<file path="config.mk">
export PLATFORM = sky130hd
export DESIGN_NAME = gpr_operand_fetch_flat
export DESIGN_NICKNAME = d
export VERILOG_FILES = /design/src/rtl/gpr_operand_fetch_if.sv /design/src/rtl/gpr_operand_fetch.sv /design/src/flat_wrapper.sv
export SDC_FILE = /design/constraint.sdc
export NUM_CORES = 1
export LEC_CHECK = 0
export CORE_MARGIN = 2
export CORE_UTILIZATION = 30
export CTS_CLUSTER_DIAMETER = 80
export DETAILED_ROUTE_END_ITERATION = 8
export PLACE_DENSITY = 0.62
export SYNTH_ARGS = -nofsm -noshare
export SYNTH_HDL_FRONTEND = slang
export SYNTH_SLANG_ARGS = --single-unit
</file>
<file path="constraint.sdc">
create_clock -name clk -period 2.77 [get_ports clk]
set_clock_uncertainty 0.2 [all_clocks]
set_input_delay 0.277 -clock clk [delete_from_list [all_inputs] [get_ports clk]]
set_output_delay 0.277 -clock clk [all_outputs]
set_load 0.05 [all_outputs]
</file>
<file path="src/rtl/gpr_operand_fetch_if.sv">
// Bundle of the decode request, writeback, execute-side and register-file port
// signals for gpr_operand_fetch.
interface gpr_operand_fetch_if #(
  parameter int N = 32,
  parameter int K = 5
);
  // req and out are valid/ready channels: a transfer happens on a rising edge
  // where valid and ready are both 1; the sender holds its payload stable while
  // valid is 1 and ready is 0. wb has no ready and is taken in any cycle it is valid.
  logic         req_valid;
  logic         req_ready;
  logic [K-1:0] req_rs;
  logic [K-1:0] req_rt;
  logic         wb_valid;
  logic [K-1:0] wb_addr;
  logic [N-1:0] wb_data;
  logic         out_valid;
  logic         out_ready;
  logic [N-1:0] out_a;
  logic [N-1:0] out_b;
  logic [K-1:0] gpr_address;
  logic [N-1:0] gpr_d;
  logic         gpr_wren;
  logic [N-1:0] gpr_q;
  logic [1:0]   state;

  modport master (
    output req_valid, req_rs, req_rt, wb_valid, wb_addr, wb_data, out_ready, gpr_q,
    input  req_ready, out_valid, out_a, out_b, gpr_address, gpr_d, gpr_wren, state
  );

  modport slave (
    input  req_valid, req_rs, req_rt, wb_valid, wb_addr, wb_data, out_ready, gpr_q,
    output req_ready, out_valid, out_a, out_b, gpr_address, gpr_d, gpr_wren, state
  );
endinterface

</file>
<file path="src/rtl/gpr_operand_fetch.sv">
// Serial two-operand fetch through a single-port register file; writeback owns
// the port whenever it is valid, and captured operands follow later writes.
module gpr_operand_fetch #(
  parameter int N    = 32,
  parameter int Nreg = 32,
  parameter int K    = $clog2(Nreg)
) (
  input logic clk,
  input logic rst,
  gpr_operand_fetch_if.slave bus
);
  typedef enum logic [1:0] {
    IDLE  = 2'd0,
    RD_RS = 2'd1,
    RD_RT = 2'd2,
    DONE  = 2'd3
  } state_t;

  state_t       state;
  logic [K-1:0] rs;
  logic [K-1:0] rt;
  logic         wb_live;
  logic         hit_a;
  logic         hit_b;

  // A write to $0 never reaches the file and never bypasses.
  assign wb_live = bus.wb_valid && (bus.wb_addr != '0);
  assign hit_a   = wb_live && (bus.wb_addr == rs);
  assign hit_b   = wb_live && (bus.wb_addr == rt);
  assign bus.state = state;

  always_comb begin
    bus.gpr_address = '0;
    bus.gpr_d       = bus.wb_data;
    bus.gpr_wren    = 1'b0;
    if (bus.wb_valid) begin
      bus.gpr_address = bus.wb_addr;
      bus.gpr_wren    = wb_live;
    end else if (state == RD_RS) begin
      bus.gpr_address = rs;
    end else if (state == RD_RT) begin
      bus.gpr_address = rt;
    end
  end

  always_ff @(posedge clk) begin
    if (rst) begin
      state         <= IDLE;
      bus.req_ready <= 1'b1;
      bus.out_valid <= 1'b0;
      bus.out_a     <= '0;
      bus.out_b     <= '0;
      rs            <= '0;
      rt            <= '0;
    end else begin
      case (state)
        IDLE: begin
          if (bus.req_valid) begin
            rs            <= bus.req_rs;
            rt            <= bus.req_rt;
            bus.req_ready <= 1'b0;
            state         <= RD_RS;
          end
        end
        RD_RS: begin
          if (!bus.wb_valid) begin
            bus.out_a <= (rs == '0) ? '0 : bus.gpr_q;
            state     <= RD_RT;
          end
        end
        RD_RT: begin
          if (bus.wb_valid) begin
            if (hit_a) bus.out_a <= bus.wb_data;
          end else begin
            bus.out_b     <= (rt == '0) ? '0 : bus.gpr_q;
            bus.out_valid <= 1'b1;
            state         <= DONE;
          end
        end
        DONE: begin
          // Bypass still lands on the handshake edge; the consumer saw the old value.
          if (hit_a) bus.out_a <= bus.wb_data;
          if (hit_b) bus.out_b <= bus.wb_data;
          if (bus.out_ready) begin
            bus.out_valid <= 1'b0;
            bus.req_ready <= 1'b1;
            state         <= IDLE;
          end
        end
        default: state <= IDLE;
      endcase
    end
  end
endmodule
</file>
<file path="src/flat_wrapper.sv">
// flat-port wrapper written by rule: the top's interface ports become plain ports
module gpr_operand_fetch_flat 
#(
  parameter int N    = 32,
  parameter int Nreg = 32,
  parameter int K    = $clog2(Nreg)
)
  (clk, rst, bus_req_valid, bus_req_rs, bus_req_rt, bus_wb_valid, bus_wb_addr, bus_wb_data, bus_out_ready, bus_gpr_q, bus_req_ready, bus_out_valid, bus_out_a, bus_out_b, bus_gpr_address, bus_gpr_d, bus_gpr_wren, bus_state);
  gpr_operand_fetch_if #(.N(N), .K(K)) bus_i ();
  input logic clk;
  input logic rst;
  input wire logic [$bits(bus_i.req_valid)-1:0] bus_req_valid;
  input wire logic [$bits(bus_i.req_rs)-1:0] bus_req_rs;
  input wire logic [$bits(bus_i.req_rt)-1:0] bus_req_rt;
  input wire logic [$bits(bus_i.wb_valid)-1:0] bus_wb_valid;
  input wire logic [$bits(bus_i.wb_addr)-1:0] bus_wb_addr;
  input wire logic [$bits(bus_i.wb_data)-1:0] bus_wb_data;
  input wire logic [$bits(bus_i.out_ready)-1:0] bus_out_ready;
  input wire logic [$bits(bus_i.gpr_q)-1:0] bus_gpr_q;
  output wire logic [$bits(bus_i.req_ready)-1:0] bus_req_ready;
  output wire logic [$bits(bus_i.out_valid)-1:0] bus_out_valid;
  output wire logic [$bits(bus_i.out_a)-1:0] bus_out_a;
  output wire logic [$bits(bus_i.out_b)-1:0] bus_out_b;
  output wire logic [$bits(bus_i.gpr_address)-1:0] bus_gpr_address;
  output wire logic [$bits(bus_i.gpr_d)-1:0] bus_gpr_d;
  output wire logic [$bits(bus_i.gpr_wren)-1:0] bus_gpr_wren;
  output wire logic [$bits(bus_i.state)-1:0] bus_state;
  assign bus_i.req_valid = bus_req_valid;
  assign bus_i.req_rs = bus_req_rs;
  assign bus_i.req_rt = bus_req_rt;
  assign bus_i.wb_valid = bus_wb_valid;
  assign bus_i.wb_addr = bus_wb_addr;
  assign bus_i.wb_data = bus_wb_data;
  assign bus_i.out_ready = bus_out_ready;
  assign bus_i.gpr_q = bus_gpr_q;
  assign bus_req_ready = bus_i.req_ready;
  assign bus_out_valid = bus_i.out_valid;
  assign bus_out_a = bus_i.out_a;
  assign bus_out_b = bus_i.out_b;
  assign bus_gpr_address = bus_i.gpr_address;
  assign bus_gpr_d = bus_i.gpr_d;
  assign bus_gpr_wren = bus_i.gpr_wren;
  assign bus_state = bus_i.state;
  gpr_operand_fetch #(.N(N), .Nreg(Nreg), .K(K)) u_core (.clk(clk), .rst(rst), .bus(bus_i));
endmodule
</file>
Word level (Yosys, flattened, before mapping)
Index checks and enable logic that the tools add are counted.
{"block": "classes", "eq_ne": 11, "muxes": 24, "reduce_logical": 16}
{"cell": "2-to-1 mux 32 bit", "n": 7}
{"cell": "case mux 32 bit (3 select lines)", "n": 1}
{"cell": "case mux 32 bit (2 select lines)", "n": 1}
{"cell": "2-to-1 mux 5 bit", "n": 3}
{"cell": "AND reduction 3 bit", "n": 4}
{"cell": "== test 5 bit", "n": 2}
{"cell": "logical NOT 5 bit", "n": 2}
{"cell": "inequality test 2 bit (second input constant)", "n": 5}
{"cell": "2-to-1 mux 2 bit", "n": 4}
{"cell": "case mux 2 bit (4 select lines)", "n": 1}
{"cell": "2-to-1 mux 1 bit", "n": 5}
{"cell": "nonzero test 5 bit", "n": 1}
{"cell": "== test 2 bit (second input constant)", "n": 2}
{"cell": "case mux 1 bit (2 select lines)", "n": 2}
{"cell": "AND reduction 4 bit", "n": 1}
{"cell": "nonzero test 2 bit", "n": 2}
{"cell": "logical AND 1 bit", "n": 3}
{"cell": "nonzero test 3 bit", "n": 1}
{"cell": "== test 2 x 1 -> 1 bit (second input constant)", "n": 1}
{"cell": "logical NOT 2 bit", "n": 1}
{"cell": "inequality test 2 x 1 -> 1 bit (second input constant)", "n": 1}
{"cell": "AND reduction 2 bit", "n": 1}
{"block": "totals", "regBits": 78, "output_inout_bits": 106, "wordCells": 58}

Longest topological paths before layout
Gate-level depths: netlist of the first run.
{"block": "logic_depth", "ltp_word": 6, "ltp_mapped": 9}

Least setup slack after synthesis of the first run
Ideal clock, no wire load.
{"block": "synth_path", "kind": "register to output", "startpoint": "register u_core.state[1] (netlist: u_core.bus.state[1])", "endpoint": "output bus_gpr_address[0]", "t_arrival_ns": 2.520, "t_required_ns": 2.293, "slack_ns": -0.227, "path_stages_with_launch": 7, "path_buffers": 1, "cell_sequence": "dfxtp_1 -> inv_1 -> ha_1 -> clkbuf_1 -> nor2_1 -> a21oi_1 -> o21ai_0"}
{"block": "synth_via", "elab_chain_len": 4}
{"item": "start, declared", "line_no": "gpr_operand_fetch.sv:19", "rtl": "state_t state;"}
{"item": "start signal, assigned", "line_no": "gpr_operand_fetch.sv:48", "rtl": "state <= IDLE;"}
{"item": "start signal, assigned", "line_no": "gpr_operand_fetch.sv:62", "rtl": "state <= RD_RS;"}
{"item": "start signal, assigned", "line_no": "gpr_operand_fetch.sv:68", "rtl": "state <= RD_RT;"}
{"item": "== test 2 bit", "line_no": "gpr_operand_fetch.sv:41", "rtl": "end else if (state == RD_RT) begin"}
{"item": "2-to-1 mux 5 bit", "line_no": "gpr_operand_fetch.sv:41"}
{"item": "2-to-1 mux 5 bit *", "line_no": "gpr_operand_fetch.sv:39", "rtl": "end else if (state == RD_RS) begin"}
{"item": "2-to-1 mux 5 bit *", "line_no": "gpr_operand_fetch.sv:36", "rtl": "if (bus.wb_valid) begin"}
{"item": "end, declared", "line_no": "flat_wrapper.sv:24", "rtl": "output wire logic [$bits(bus_i.gpr_address)-1:0] bus_gpr_address;"}
Mark *: on every way between the ends. The rest lies on a longest branch, timed or not.

Worst setup path in the final report of the first run
{"block": "layout_path", "startpoint": "register u_core.state[0] (netlist: u_core.bus.state[0])", "endpoint": "register u_core.bus.out_a[27]"}
{"block": "layout_via", "elab_chain_len": 3}
{"item": "== test 2 bit / == test 2 x 1 -> 1 bit (equally long branches)", "line_no": "gpr_operand_fetch.sv:56", "rtl": "case (state)"}
{"item": "inequality test 2 bit (no source line) / nonzero test 3 bit (equally long branches)"}
{"item": "AND reduction 3 bit (no source line)"}
{"item": "end signal, assigned", "line_no": "gpr_operand_fetch.sv:67", "rtl": "bus.out_a <= (rs == '0) ? '0 : bus.gpr_q;"}
{"item": "end signal, assigned", "line_no": "gpr_operand_fetch.sv:73", "rtl": "if (hit_a) bus.out_a <= bus.wb_data;"}
{"item": "end signal, assigned", "line_no": "gpr_operand_fetch.sv:82", "rtl": "if (hit_a) bus.out_a <= bus.wb_data;"}
{"item": "end, declared", "line_no": "gpr_operand_fetch_if.sv:34", "rtl": "output req_ready, out_valid, out_a, out_b, gpr_address, gpr_d, gpr_wren, state"}
Several ways; a longest one is shown, not always the timed one.
A chain may end at the register's enable or synchronous reset.

==> results.py, run 1 <==
metrics = {
    "synthesis": {
        "syn_area_um2": 5010,
        "avgSynthCellArea_um2": 7.86,
        "yosysSeqAreaShare_pct": 31.2,
        "syn-instance-count": 638,
        "synth_top_cells_by_area": "dfxtp_1, nand4_1, nand2_1, mux2_1, mux2i_1",
        "synth_nets": 727,
        "ys_warn_count": 0,
        "synth_cell_types": 33,
        "synth_top_cell_area_share_pct": 31.2,
        "ys_ff_latch": 78,
        "yosysTopAreaCell": "dfxtp_1",
    },
    "critical_path": {
        "r2r-start": "u_core.bus.state[0]",
        "crit_buf_inv": 2,
        "r2r-end": "u_core.bus.out_a[27]",
        "required_ps": 2850,
        "path_depth": 7,
        "critPathKind": "reg -> reg",
        "max_stage_delay_ps": 700,
        "cp_cell_sequence": "inv_1 -> ha_1 -> nor2_2 -> buf_4 -> nand2_1 -> a21oi_1 -> mux2_1",
        "crit_slowest_cell": "nor2_2",
        "worstPathArrival_ps": 2480,
        "cpLargestDelayFamily": "simple AND/OR/NAND/NOR gates",
        "critPathLaunch": "u_core.bus.state[0]",
        "cp-start-kind": "flip-flop",
        "crit_path_end_kind": "flip-flop",
        "rr_worst_depth": 7,
        "critical_path.max_fanout": 19,
        "ff2ff_setup_slack_ps": 370,
    },
    "floorplan": {
        "start_util_pct": 30.4,
        "fp-row-count": 47,
        "io_pins": 190,
        "dieArea_um2": 17800,
        "die_h_um": 133,
        "core-area_um2": 16500,
        "die_w_um": 133,
    },
    "clock_network": {
        "hold_buffers": 0,
        "clk_path_buf_depth": 2,
        "numCtsBuffers": 9,
        "clk_pin_slew_ps": 60,
        "postCtsSetupBuffers": 0,
        "h-tree-depth": 3,
        "cts-root-buf": "clkbuf_16",
        "ctsResizeCount": 0,
        "worstSkewPairLatency_ps": 340,
        "cts_tree": "done",
        "numClockSinks": 78,
    },
    "final_layout": {
        "stdcell_area_um2": 7220,
        "fillers": 1665,
        "fin_cells": 985,
        "diodes": 0,
        "post-route-util_pct": 43.8,
        "layout-drive-gt1-share_pct": 6.80,
        "area_growth_pct": 44.0,
        "num-nets-final": 849,
    },
    "place": {
        "post-dp-hpwl_mm": 12.0,
        "placedCellCount": 969,
        "placed_area_um2": 6890,
        "portBuffers": 189,
        "finalWeightedCongestion": 0.863,
    },
    "global_route": {
        "grt_overflow_total": 0,
        "antenna_found_initial": 0,
        "grt_max_degree": 71,
        "grt_pass1_vias": 4548,
        "grt_pass1_wl_mm": 26.3,
        "grt_usage_pct": 18.8,
    },
    "routing": {
        "drt_iter0_markers": 431,
        "wl_per_cell_um": 17.5,
        "first_pass_iters": 5,
        "totalWireLength_mm": 17.3,
        "vias": 5040,
        "drc": 0,
        "postRouteAntennaNets": 0,
        "viasPerCell": 5.12,
    },
    "sta": {
        "slew_headroom_pct": 38.5,
        "hold_viol_final": 0,
        "max_slew.worst_pin.slew_ps": 921,
        "fin_crit_sh_pct": 86.8,
        "report.final.slew_viol_count": 0,
        "tns_ps": 0,
        "setup_viol": 0,
        "max_freq_mhz": 416,
        "grt_setup_unrepaired": "false",
        "min_period_ps": 2400,
    },
    "power_and_ir_drop": {
        "fin_total_pwr_uw": 6490,
        "powerDensity_nw_per_um2": 899,
        "worst_ir_drop_vdd_mv": 0.413,
        "leakage_uw": 0.00252,
    },
    "min_path": {
        "hp-class": "in -> reg",
        "hp-start": "rst",
        "hold_depth": 2,
        "whs_endpoint": "u_core.rs[2]",
    },
    "outcome": {
        "status": "finished, final reports clean",
    },
    "flow_run": {
        "maxCapViolCount": 0,
    },
}
power breakdown:
group | total [uW] | leakage, uW | switching, uW | internal [uW]
clock | 1310 | 0.000154 | 498 | 811
combinational | 3610 | 0.00173 | 2380 | 1230
sequential | 1570 | 0.000633 | 194 | 1370
total | 6490 | 0.00252 | 3070 | 3420
per-stage QoR:
step	setup WS, ps	hold slack (ps)
after floorplan	151	213
after global placement	69.1	299
after detailed placement	72.5	302
after CTS	355	40.5
after global routing	210	48.7
final	367	50.5
worst reg2reg max path: stages, from the launching register on:
cell,delay [ps]
dfxtp_2,400
inv_1,110
ha_1,240
nor2_2,700
buf_4,350
nand2_1,70
a21oi_1,130
mux2_1,140
synth_stat cells:
master	number
nand3_1	3
o31ai_4	1
nor2b_1	33
mux2i_1	32
nand2_1	103
nor3b_2	1
xor2_1	2
o21ai_1	1
nor3_1	2
buf_1	4
mux2_1	30
inv_2	1
buf_4	35
a221oi_1	1
o41a_1	1
nand4_1	64
or4_1	4
a32oi_1	32
dfxtp_1	78
xnor2_1	8
or2_2	1
and2_1	1
buf_2	12
a21oi_1	51
ha_1	5
nor2_1	42
and3_1	1
o211ai_1	32
clkbuf_1	44
mux2_2	2
nand2b_1	2
inv_1	3
o21ai_0	6
worst max-delay path by stage:
stage,endpoint,slack [ps]
2_1_floorplan,bus_gpr_address[0],150
3_3_place_gp,u_core.bus.out_a[28],70
3_5_place_dp,u_core.bus.out_a[15],70
4_1_cts,u_core.bus.out_a[25],360
5_1_grt,u_core.bus.out_a[24],210
6_report,u_core.bus.out_a[27],370
cells by family (layout without fill, tap and decap cells):
family | after synthesis | after routing | synth area share, %
AOI/OAI and AO/OA | 125 | 125 | 17.0
xor gates and xnor gates | 10 | 10 | 1.75
adders and majority gates | 5 | 5 | 1.25
buffers and inverters | 99 | 226 | 10.3
DFF | 78 | 78 | 31.2
muxes | 64 | 64 | 13.6
and+or+nand+nor | 257 | 257 | 24.9
metal layers:
| metal | up-vias | track usage (%) | wire length [um] |
|---|---|---|---|
| li1 | 2517 | - | - |
| met1 | 2345 | 27.3 | 8350 |
| met2 | 154 | 26.8 | 7500 |
| met3 | 24 | 4.38 | 1010 |
| met4 | 0 | 6.86 | 414 |
| met5 | - | 0 | 0 |
area by class of cell:
class / count / area [um2] / area share (%)
Timing Repair Buffer: 206 / 2070 / 28.7
Inverter: 4 / 15.0 / 0.208
Sequential cell: 78 / 1560 / 21.7
Multi-Input combinational cell: 461 / 2970 / 41.1
Clock inverter: 6 / 85.1 / 1.18
Tap cell: 220 / 275 / 3.81
Clock buffer: 10 / 239 / 3.31
cell usage in the layout (no fill, tap or decap), types with 2 or more instances in the layout:
cell type / synthesis / final
nand3_1: 3 / 3
buf_12: 0 / 6
mux2i_1: 32 / 32
xor2_1: 2 / 2
mux2_2: 2 / 2
dfxtp_1: 78 / 77
xnor2_1: 8 / 8
nor2_1: 42 / 41
ha_1: 5 / 4
clkinvlp_4: 0 / 2
mux2_1: 30 / 30
nand2_1: 103 / 103
clkdlybuf4s50_1: 0 / 182
inv_1: 3 / 3
clkbuf_16: 0 / 9
nor3_2: 0 / 2
nand4_1: 64 / 64
o211ai_1: 32 / 32
a32oi_1: 32 / 32
nand2b_1: 2 / 2
or4_1: 4 / 3
a21oi_1: 51 / 51
clkinv_2: 0 / 2
buf_4: 35 / 17
nor2b_1: 33 / 33
bufinv_16: 0 / 2
o21ai_1: 1 / 6
flip-flops by register name (all words and copies together), names as in the netlist:
name                  cells
u_core.rt                 5
u_core.bus.req_ready      1
u_core.rs                 5
u_core.bus.out_b         32
u_core.bus.out_a         32
u_core.bus.out_valid      1
u_core.bus.state          2
Note: power is estimated with default switching activity, not from simulation.
==> run 2: changes to the inputs <==
Settings changed: DONT_BUFFER_PORTS set to 1, PLACE_DENSITY 0.62 to 0.48.
==> run 2 against run 1 <==
Clock power about the same. Cell count down 17%. Critical path depth unchanged. Setup slack worse by 31 ps. Critical endpoint is now u_core.bus.out_a[6]. Largest power group is now sequential cells.
==> results.py, run 2 (same netlist as run 1, synthesis figures left out) <==
metrics = {
    "outcome": {
        "status": "finished, final reports clean",
    },
    "critical_path": {
        "cpLargestDelayFamily": "simple AND/OR/NAND/NOR gates",
        "critical_path.max_fanout": 17,
        "crit_buf_inv": 2,
        "worstPathArrival_ps": 2520,
        "cp_cell_sequence": "inv_1 -> ha_1 -> nor2_2 -> buf_4 -> nand2_1 -> a21oi_1 -> mux2_1",
        "critPathKind": "reg -> reg",
        "required_ps": 2860,
        "max_stage_delay_ps": 650,
        "crit_path_end_kind": "flip-flop",
        "cp-start-kind": "flip-flop",
        "crit_slowest_cell": "nor2_2",
    },
    "floorplan": {
        "die_h_um": 133,
        "fp-row-count": 47,
        "dieArea_um2": 17800,
        "io_pins": 190,
        "start_util_pct": 30.4,
        "die_w_um": 133,
        "core-area_um2": 16500,
    },
    "power_and_ir_drop": {
        "leakage_uw": 0.00188,
        "worst_ir_drop_vdd_mv": 0.442,
        "fin_total_pwr_uw": 5900,
        "powerDensity_nw_per_um2": 1070,
    },
    "flow_run": {
        "maxCapViolCount": 0,
    },
    "global_route": {
        "grt_pass1_wl_mm": 25.6,
        "grt_usage_pct": 18.5,
        "antenna_found_initial": 0,
        "grt_overflow_total": 0,
        "grt_max_degree": 98,
        "grt_pass1_vias": 4272,
    },
    "sta": {
        "tns_ps": 0,
        "holdWs_ps": 25.1,
        "grt_setup_unrepaired": "false",
        "slew_headroom_pct": 40.6,
        "max_freq_mhz": 411,
        "fin_crit_sh_pct": 87.9,
        "min_period_ps": 2430,
        "max_slew.worst_pin.slew_ps": 891,
        "hold_viol_final": 0,
        "report.final.slew_viol_count": 0,
        "setup_viol": 0,
    },
    "clock_network": {
        "worstSkewPairLatency_ps": 340,
        "clk_path_buf_depth": 2,
        "cts_tree": "done",
        "h-tree-depth": 3,
        "postCtsSetupBuffers": 0,
        "numCtsBuffers": 9,
        "clk_pin_slew_ps": 60,
        "numClockSinks": 78,
        "cts-root-buf": "clkbuf_16",
    },
    "place": {
        "post-dp-hpwl_mm": 11.6,
        "portBuffers": 0,
        "finalWeightedCongestion": 0.823,
        "placedCellCount": 785,
    },
    "final_layout": {
        "final_common_cell": "nand2_1",
        "reg_top3": "u_core.bus.out_a (32), u_core.bus.out_b (32)",
        "final_cell_mix": "nand2_1, dfxtp_1, nand4_1",
        "post-route-util_pct": 33.4,
        "fin_cells": 814,
        "fillers": 1745,
        "layout-drive-gt1-share_pct": 8.59,
        "num-nets-final": 678,
        "area_growth_pct": 9.64,
        "diodes": 0,
    },
    "min_path": {
        "hp-class": "in -> reg",
    },
    "routing": {
        "vias": 4572,
        "totalWireLength_mm": 16.8,
        "wl_per_cell_um": 20.7,
        "postRouteAntennaNets": 0,
        "drc": 0,
        "viasPerCell": 5.62,
        "first_pass_iters": 6,
        "drt_iter0_markers": 436,
    },
}
==> run 2: cell types whose count changed in the layout (fill, tap and decap cells not counted) <==
| cell | change |
|---|---|
| clkdlybuf4s50_1 | -182 |
| dlygate4sd3_1 | +12 |
| buf_12 | -1 |
| buf_2 | -1 |
| buf_4 | +1 |
| clkbuf_8 | -1 |
| clkinv_2 | -1 |
| clkinvlp_4 | +1 |
| inv_6 | +1 |
==> run 2: metrics by stage <==
step / worst slack, ps / cell area (um2)
6_report: 335 / 5500
5_1_grt: 155 / 5500
4_1_cts: 319 / 5500
3_5_place_dp: 337 / 5030
3_3_place_gp: 332 / 5030
2_1_floorplan: 151 / 5010
==> run 2: worst paths after layout <==
| check | start | endpoint | slack [ps] | cells after the start |
|---|---|---|---|---|
| worst max register to register | u_core.bus.state[0] | u_core.bus.out_a[6] | 340 | 7 |
| worst min register to register | u_core.rs[2] | u_core.rs[2] | 310 | 2 |
| worst min-delay path | bus_gpr_q[31] | u_core.bus.out_a[31] | 30 | 3 |
| worst max-delay path | u_core.bus.state[0] | u_core.bus.out_a[6] | 340 | 7 |
==> run 2: per-layer routing <==
metal  vias up  track usage (%)  routed length (um)
met2       199             26.9                7520
met1      2183             26.0                7520
met4         0             5.56                 320
met3        17             6.13                1450
li1       2173                -                   -
met5         -                0                   0
==> run 2: timing repair <==
| item | CTS | global route |
|---|---|---|
| setup endpoints to repair | 0 | 0 |
| endpoints found under the hold margin | 45 | 0 |
| hold buffers | 13 | 0 |
| resized for setup | 0 | 0 |
==> run 2: power breakdown <==
part | switching, uW | internal (uW) | leakage, uW
logic | 1480 | 784 | 0.00109
registers | 949 | 1370 | 0.000633
clock network | 519 | 791 | 0.000148
==> run 2: worst reg2reg max path: cells and delay by family (launching register included) <==
family          cells  cell delay (ps)
simple gates        2              730
flops               1              390
fa+ha+maj           1              280
buf+inv             2              470
mux                 1              150
compound gates      1              160
==> run 2: layout make-up <==
class	instances	area, um2	area share (%)
multi-input combinational	461	2970	54.0
sequential	78	1560	28.4
timing repair buffer	35	355	6.47
tap	220	275	5.01
clock buffer	9	225	4.10
clock inverter	7	96.3	1.75
inverter	4	15.0	0.273
